File: src/rtl/div_unit_if.sv
// Start/busy/done handshake and operand/result bus of the iterative divider.
interface div_unit_if #(
  parameter int unsigned WIDTH = 32
);
  logic             start;
  logic [1:0]       op;
  logic [WIDTH-1:0] A;
  logic [WIDTH-1:0] B;
  logic             busy;
  logic             done;
  logic [WIDTH-1:0] Result;

  modport master (output start, op, A, B, input busy, done, Result);
  modport slave  (input start, op, A, B, output busy, done, Result);
endinterface

File: src/rtl/div_unit.sv
// RV32M DIV/DIVU/REM/REMU unit: radix-2 restoring divider, one quotient bit per cycle.
// Divide-by-zero and signed overflow finish at the accept edge without iterating.
module div_unit #(
  parameter int unsigned WIDTH = 32
) (
  input  logic       CLK,
  input  logic       RST,
  div_unit_if.slave  bus
);
  localparam int unsigned CW = (WIDTH > 1) ? $clog2(WIDTH) : 1;
  localparam logic [WIDTH-1:0] MIN_NEG = {1'b1, {(WIDTH-1){1'b0}}};

  typedef enum logic [1:0] {IDLE, CALC, DONE} state_e;

  state_e           state_q, state_d;
  logic [CW-1:0]    cnt_q, cnt_d;
  logic [WIDTH-1:0] rem_q, rem_d;
  logic [WIDTH-1:0] quo_q, quo_d;
  logic [WIDTH-1:0] dvs_q, dvs_d;
  logic [WIDTH-1:0] result_q, result_d;
  logic [1:0]       op_q, op_d;
  logic             negq_q, negq_d;
  logic             negr_q, negr_d;

  logic [WIDTH:0]   shift_c;
  logic             ge_c;
  logic [WIDTH-1:0] rem_step_c, quo_step_c;
  logic             signed_c, b_zero_c, ovf_c;
  logic [WIDTH-1:0] a_mag_c, b_mag_c;

  always_ff @(posedge CLK or posedge RST) begin
    if (RST) begin
      state_q  <= IDLE;
      cnt_q    <= '0;
      rem_q    <= '0;
      quo_q    <= '0;
      dvs_q    <= '0;
      result_q <= '0;
      op_q     <= '0;
      negq_q   <= 1'b0;
      negr_q   <= 1'b0;
    end else begin
      state_q  <= state_d;
      cnt_q    <= cnt_d;
      rem_q    <= rem_d;
      quo_q    <= quo_d;
      dvs_q    <= dvs_d;
      result_q <= result_d;
      op_q     <= op_d;
      negq_q   <= negq_d;
      negr_q   <= negr_d;
    end
  end

  always_comb begin
    state_d  = state_q;
    cnt_d    = cnt_q;
    rem_d    = rem_q;
    quo_d    = quo_q;
    dvs_d    = dvs_q;
    result_d = result_q;
    op_d     = op_q;
    negq_d   = negq_q;
    negr_d   = negr_q;

    // One restoring step: quo_q shifts the dividend out MSB-first and the quotient in LSB-first.
    shift_c    = {rem_q, quo_q[WIDTH-1]};
    ge_c       = shift_c >= {1'b0, dvs_q};
    rem_step_c = ge_c ? WIDTH'(shift_c - {1'b0, dvs_q}) : shift_c[WIDTH-1:0];
    quo_step_c = {quo_q[WIDTH-2:0], ge_c};

    signed_c = ~bus.op[0];
    b_zero_c = (bus.B == '0);
    ovf_c    = signed_c && (bus.A == MIN_NEG) && (bus.B == '1);
    a_mag_c  = (signed_c && bus.A[WIDTH-1]) ? (~bus.A + WIDTH'(1)) : bus.A;
    b_mag_c  = (signed_c && bus.B[WIDTH-1]) ? (~bus.B + WIDTH'(1)) : bus.B;

    case (state_q)
      CALC: begin
        rem_d = rem_step_c;
        quo_d = quo_step_c;
        cnt_d = cnt_q + CW'(1);
        if (cnt_q == CW'(WIDTH - 1)) begin
          state_d = DONE;
          case (op_q)
            2'b00:   result_d = negq_q ? (~quo_step_c + WIDTH'(1)) : quo_step_c;
            2'b01:   result_d = quo_step_c;
            2'b10:   result_d = negr_q ? (~rem_step_c + WIDTH'(1)) : rem_step_c;
            default: result_d = rem_step_c;
          endcase
        end
      end
      default: begin
        state_d = IDLE;
        if (bus.start) begin
          op_d = bus.op;
          if (b_zero_c) begin
            state_d  = DONE;
            result_d = bus.op[1] ? bus.A : '1;
          end else if (ovf_c) begin
            state_d  = DONE;
            result_d = bus.op[1] ? '0 : MIN_NEG;
          end else begin
            state_d = CALC;
            rem_d   = '0;
            cnt_d   = '0;
            quo_d   = a_mag_c;
            dvs_d   = b_mag_c;
            negq_d  = bus.A[WIDTH-1] ^ bus.B[WIDTH-1];
            negr_d  = bus.A[WIDTH-1];
          end
        end
      end
    endcase
  end

  assign bus.busy   = (state_q == CALC);
  assign bus.done   = (state_q == DONE);
  assign bus.Result = result_q;
endmodule
File: src/flat_wrapper.sv
// flat-port wrapper written by rule: the top's interface ports become plain ports
module div_unit_flat 
#(
  parameter int unsigned WIDTH = 32
)
  (CLK, RST, bus_start, bus_op, bus_A, bus_B, bus_busy, bus_done, bus_Result);
  div_unit_if #(.WIDTH(WIDTH)) bus_i ();
  input  logic CLK;
  input  logic RST;
  input wire logic [$bits(bus_i.start)-1:0] bus_start;
  input wire logic [$bits(bus_i.op)-1:0] bus_op;
  input wire logic [$bits(bus_i.A)-1:0] bus_A;
  input wire logic [$bits(bus_i.B)-1:0] bus_B;
  output wire logic [$bits(bus_i.busy)-1:0] bus_busy;
  output wire logic [$bits(bus_i.done)-1:0] bus_done;
  output wire logic [$bits(bus_i.Result)-1:0] bus_Result;
  assign bus_i.start = bus_start;
  assign bus_i.op = bus_op;
  assign bus_i.A = bus_A;
  assign bus_i.B = bus_B;
  assign bus_busy = bus_i.busy;
  assign bus_done = bus_i.done;
  assign bus_Result = bus_i.Result;
  div_unit #(.WIDTH(WIDTH)) u_core (.CLK(CLK), .RST(RST), .bus(bus_i));
endmodule
File: config.mk
export PLATFORM = sky130hd
export DESIGN_NAME = div_unit_flat
export DESIGN_NICKNAME = d
export VERILOG_FILES = /design/src/rtl/div_unit_if.sv /design/src/rtl/div_unit.sv /design/src/flat_wrapper.sv
export SDC_FILE = /design/constraint.sdc
export NUM_CORES = 1
export LEC_CHECK = 0
export BUFFER_PORTS_ARGS = -buffer_cell sky130_fd_sc_hd__buf_2
export CAP_MARGIN = 0
export CORE_MARGIN = 2
export CORE_UTILIZATION = 56
export CTS_CLUSTER_DIAMETER = 80
export DETAILED_ROUTE_END_ITERATION = 8
export PLACE_DENSITY = 0.89
export SYNTH_ARGS = -nofsm -noshare
export SYNTH_HDL_FRONTEND = slang
export SYNTH_SLANG_ARGS = --single-unit
File: constraint.sdc
create_clock -name CLK -period 5.4 [get_ports CLK]
set_input_delay 0.54 -clock CLK [delete_from_list [all_inputs] [get_ports CLK]]
set_output_delay 0.54 -clock CLK [all_outputs]
set_load 0.02 [all_outputs]
==> summary.md <==
| Metric | Value |
|---|---|
| Post-synth ARST share | `100%` |
| N_diodes | `0` |
| FF-to-FF path depth | `15` |
| Final Net Count | `1,704` |
| Pins Over Slew Limit | `0` |
| Worst setup SP type | `flop` |
| Layout overhead on the synthesized area | `10.0%` |
| Clk buf depth | `2` |
| WL final | `37,700 um` |
| CP max stage delay | `0.64 ns` |
| Post-CTS Setup Bufs | `0` |
| Clock Sinks | `139` |
| Ports | `103` |
| Top FF cell, synth | `dfrtp_1` |
| Clk_skew | `0.0160 ns` |
| Pre-CTS WS | `0.370 ns` |
| CTS buffer count | `17` |
| Final GP Congestion | `0.997` |
| Tot GR Track Use | `33.5%` |
| DRT antenna net count | `0` |
| Period utilization | `94.7%` |
| Hold WC Path Type | `in -> async` |
| Final Hold Viols | `0` |
| Post-route DRC | `0` |
| Distinct cells, synth | `91` |
| Vias per cell | `6.64` |
| Post-synthesis sequential area ratio | `29.1%` |
| FP Rows | `53` |
| R2r endpoint | `u_core.bus.Result[28]` |
| Die Span Y | `150 um` |
| Die width | `150 um` |
| Core area | `21,000 sq um` |
| Worst-path clk slew | `0.07 ns` |
| Gate count of the mapped netlist | `1,544` |
| CTS tree | `built` |
| TritonRoute pass-1 iters | `7` |
| Placed insts | `1,851` |
| Synth Register Bits | `139` |
| Port bufs | `102` |
| Setup crit end kind | `flop` |
| Number of synthesis warnings | `0` |
| Routed WL per cell | `20.0 um` |
| Clk Latency, worst-skew pair | `0.44 ns` |
| Commonest non-fill, non-tap cells in the layout | `nand2_1, o21ai_0, dfrtp_1` |
| Initial Util | `57.0%` |
| Commonest non-fill, non-tap cell in the layout | `nand2_1` |
| Fmax | `0.196 GHz` |
| Max cap viols | `0` |
| Slowest stage cell, crit path | `a2111oi_4` |
| DR vias | `12,496` |
| Reg-to-reg setup timing slack | `0.29 ns` |
| Crit path buffers/inverters | `0` |
| Critical path class | `reg -> reg` |
| Fin cells | `1,883` |
| Ordered cell list for the critical path | `ha_1 -> nand4_1 -> a2111oi_4 -> o311ai_4 -> nand2_4 -> mux2i_1 -> ha_1 -> nand2_1 -> or4_1 -> o31ai_2 -> and2_1 -> nand3_4 -> or4b_1 -> a31oi_1 -> a311o_1` |
| Status | `finished clean` |
| H-tree level count | `4` |
| # setup viols final | `0` |
| Crit-path most repeated cell | `ha_1` |
| Fraction of layout cells with a size suffix above 1 | `12.4%` |
| Arrival @ worst endpoint | `5.49 ns` |
| Synth Cell Area | `11,900 sq um` |
| Syn avg cell area | `7.74 sq um` |
| Worst setup margin | `0.287 ns` |
| Req. time, crit path | `5.77 ns` |
| Number of global-route vias before repair | `11,484` |
| Hold Buf Count CTS | `0` |
| Post-synth EDFFs | `0` |
| Clock root buffer | `clkbuf_16` |
| Critical-path maximum fanout | `10` |
| Syn nets | `1,653` |
| Worst slew pin tran | `1.24 ns` |
| Initial antenna violation count | `0` |
| Die Area | `22,500 sq um` |
| Iter 0 DRT Violations | `1,794` |
| First-pass GRT wire length | `59,900 um` |
| CP startpoint | `u_core.rem_q[10]` |
| Fin crit period | `5.11 ns` |
| GRT Residual Overflow | `0` |
| Crit path max-delay family | `simple AND/OR/NAND/NOR gates` |
| Largest net degree at the start of global routing | `97` |
| Max_slew headroom | `17.0%` |
| FF-to-FF Start | `u_core.rem_q[10]` |
| DP HPWL | `27,700 um` |
-- sequential cells by signal, summed over array words and instances (netlist names) --
signal / count
u_core.bus.Result: 32
u_core.dvs_q: 32
u_core.quo_q: 32
u_core.rem_q: 32
u_core.cnt_q: 5
u_core.op_q: 2
u_core.state_q: 2
u_core.negq_q: 1
u_core.negr_q: 1
-- final cells by class --
cell class                      instances  area, sq um
Clock buffer                           19          443
Clock inverter                         13          120
Fill cell                            1783         7810
Inverter                               66          255
Multi-Input combinational cell       1245         7810
Sequential cell                       139         3480
Tap cell                              275          344
Timing Repair Buffer                  126          691
-- worst reg2reg max path: cells and delay by family (launching register included) --
| family | cells | cell delay, ns |
|---|---|---|
| and+or+nand+nor | 7 | 2.18 |
| DFF | 1 | 0.47 |
| adders and majority gates | 2 | 0.78 |
| muxes | 1 | 0.27 |
| AOI/OAI and AO/OA | 5 | 1.37 |
-- per-layer routing --
| metal | share of wire [%] | vias to the layer above | track usage [%] |
|---|---|---|---|
| met4 | 4.3 | 0 | 13.3 |
| met2 | 46 | 707 | 52.3 |
| li1 | - | 5705 | - |
| met1 | 41 | 5931 | 46.2 |
| met3 | 8.6 | 153 | 5.85 |
| met5 | 0 | - | 0 |
-- synth_stat cells (9+ instances only) --
cell / count / area share [%]
nand2_1: 228 / 7.2
o21ai_0: 180 / 7.5
dfrtp_1: 139 / 29
nor2_1: 103 / 3.2
a21oi_1: 89 / 3.7
xnor2_1: 71 / 5.2
clkbuf_1: 64 / 2.0
inv_1: 63 / 2.0
xor2_1: 55 / 4.0
ha_1: 39 / 4.1
o22ai_1: 37 / 1.9
nor3_1: 33 / 1.4
o211ai_1: 31 / 1.9
nand3_1: 28 / 1.2
a31oi_1: 26 / 1.4
mux2i_1: 26 / 2.2
nand4_1: 25 / 1.3
o31ai_1: 23 / 1.4
buf_2: 21 / 0.88
and2_1: 19 / 0.99
or3_1: 16 / 0.84
nor4_1: 14 / 0.73
o21ai_1: 14 / 0.59
or4_1: 14 / 0.88
nor2b_1: 12 / 0.63
a211oi_1: 10 / 0.63
o21a_1: 10 / 0.63
o41ai_1: 9 / 0.66
-- how the worst max path moves through the flow --
stage                                 end  slack [ns]  cells after the start
finish              u_core.bus.Result[28]        0.29                     15
detailed placement  u_core.bus.Result[28]        0.37                     16
CTS                 u_core.bus.Result[28]        0.35                     16
global route        u_core.bus.Result[28]       -0.01                     16
global placement    u_core.bus.Result[28]        0.39                     16
floorplan           u_core.bus.Result[28]        0.24                     21
-- repair_timing --
action / CTS / global route
gates resized for setup: 0 / 3
endpoints found under the hold margin: 0 / 0
setup endpoints to repair: 0 / 4
-- metrics by stage --
stage / area (sq um) / utilization [%] / hold slack [ns] / setup TNS [ns]
floorplan: 11900 / - / 0.449 / 0
global placement: 12600 / 60.0 / 0.462 / 0
detailed placement: 12600 / 60.0 / 0.477 / 0
CTS: 13100 / 62.7 / 0.355 / 0
global route: 13100 / 62.7 / 0.398 / -0.0109
finish: 13100 / 62.7 / 0.302 / 0
-- cell families (layout without fill, tap and decap cells) --
group	count (synthesis)	after routing	synth area share, %
multiplexers	31	31	2.67
AO/OA/AOI/OAI	508	508	27.3
XOR/XNOR	126	126	9.24
flip-flops	139	139	29.1
AND/OR/NAND/NOR	540	540	21.8
adder cells (fa/ha/maj)	40	40	4.25
buffers and inverters	160	224	5.71
Power is not shown: default switching activity piles up to over one toggle a cycle in this logic, so the estimate is an artifact.
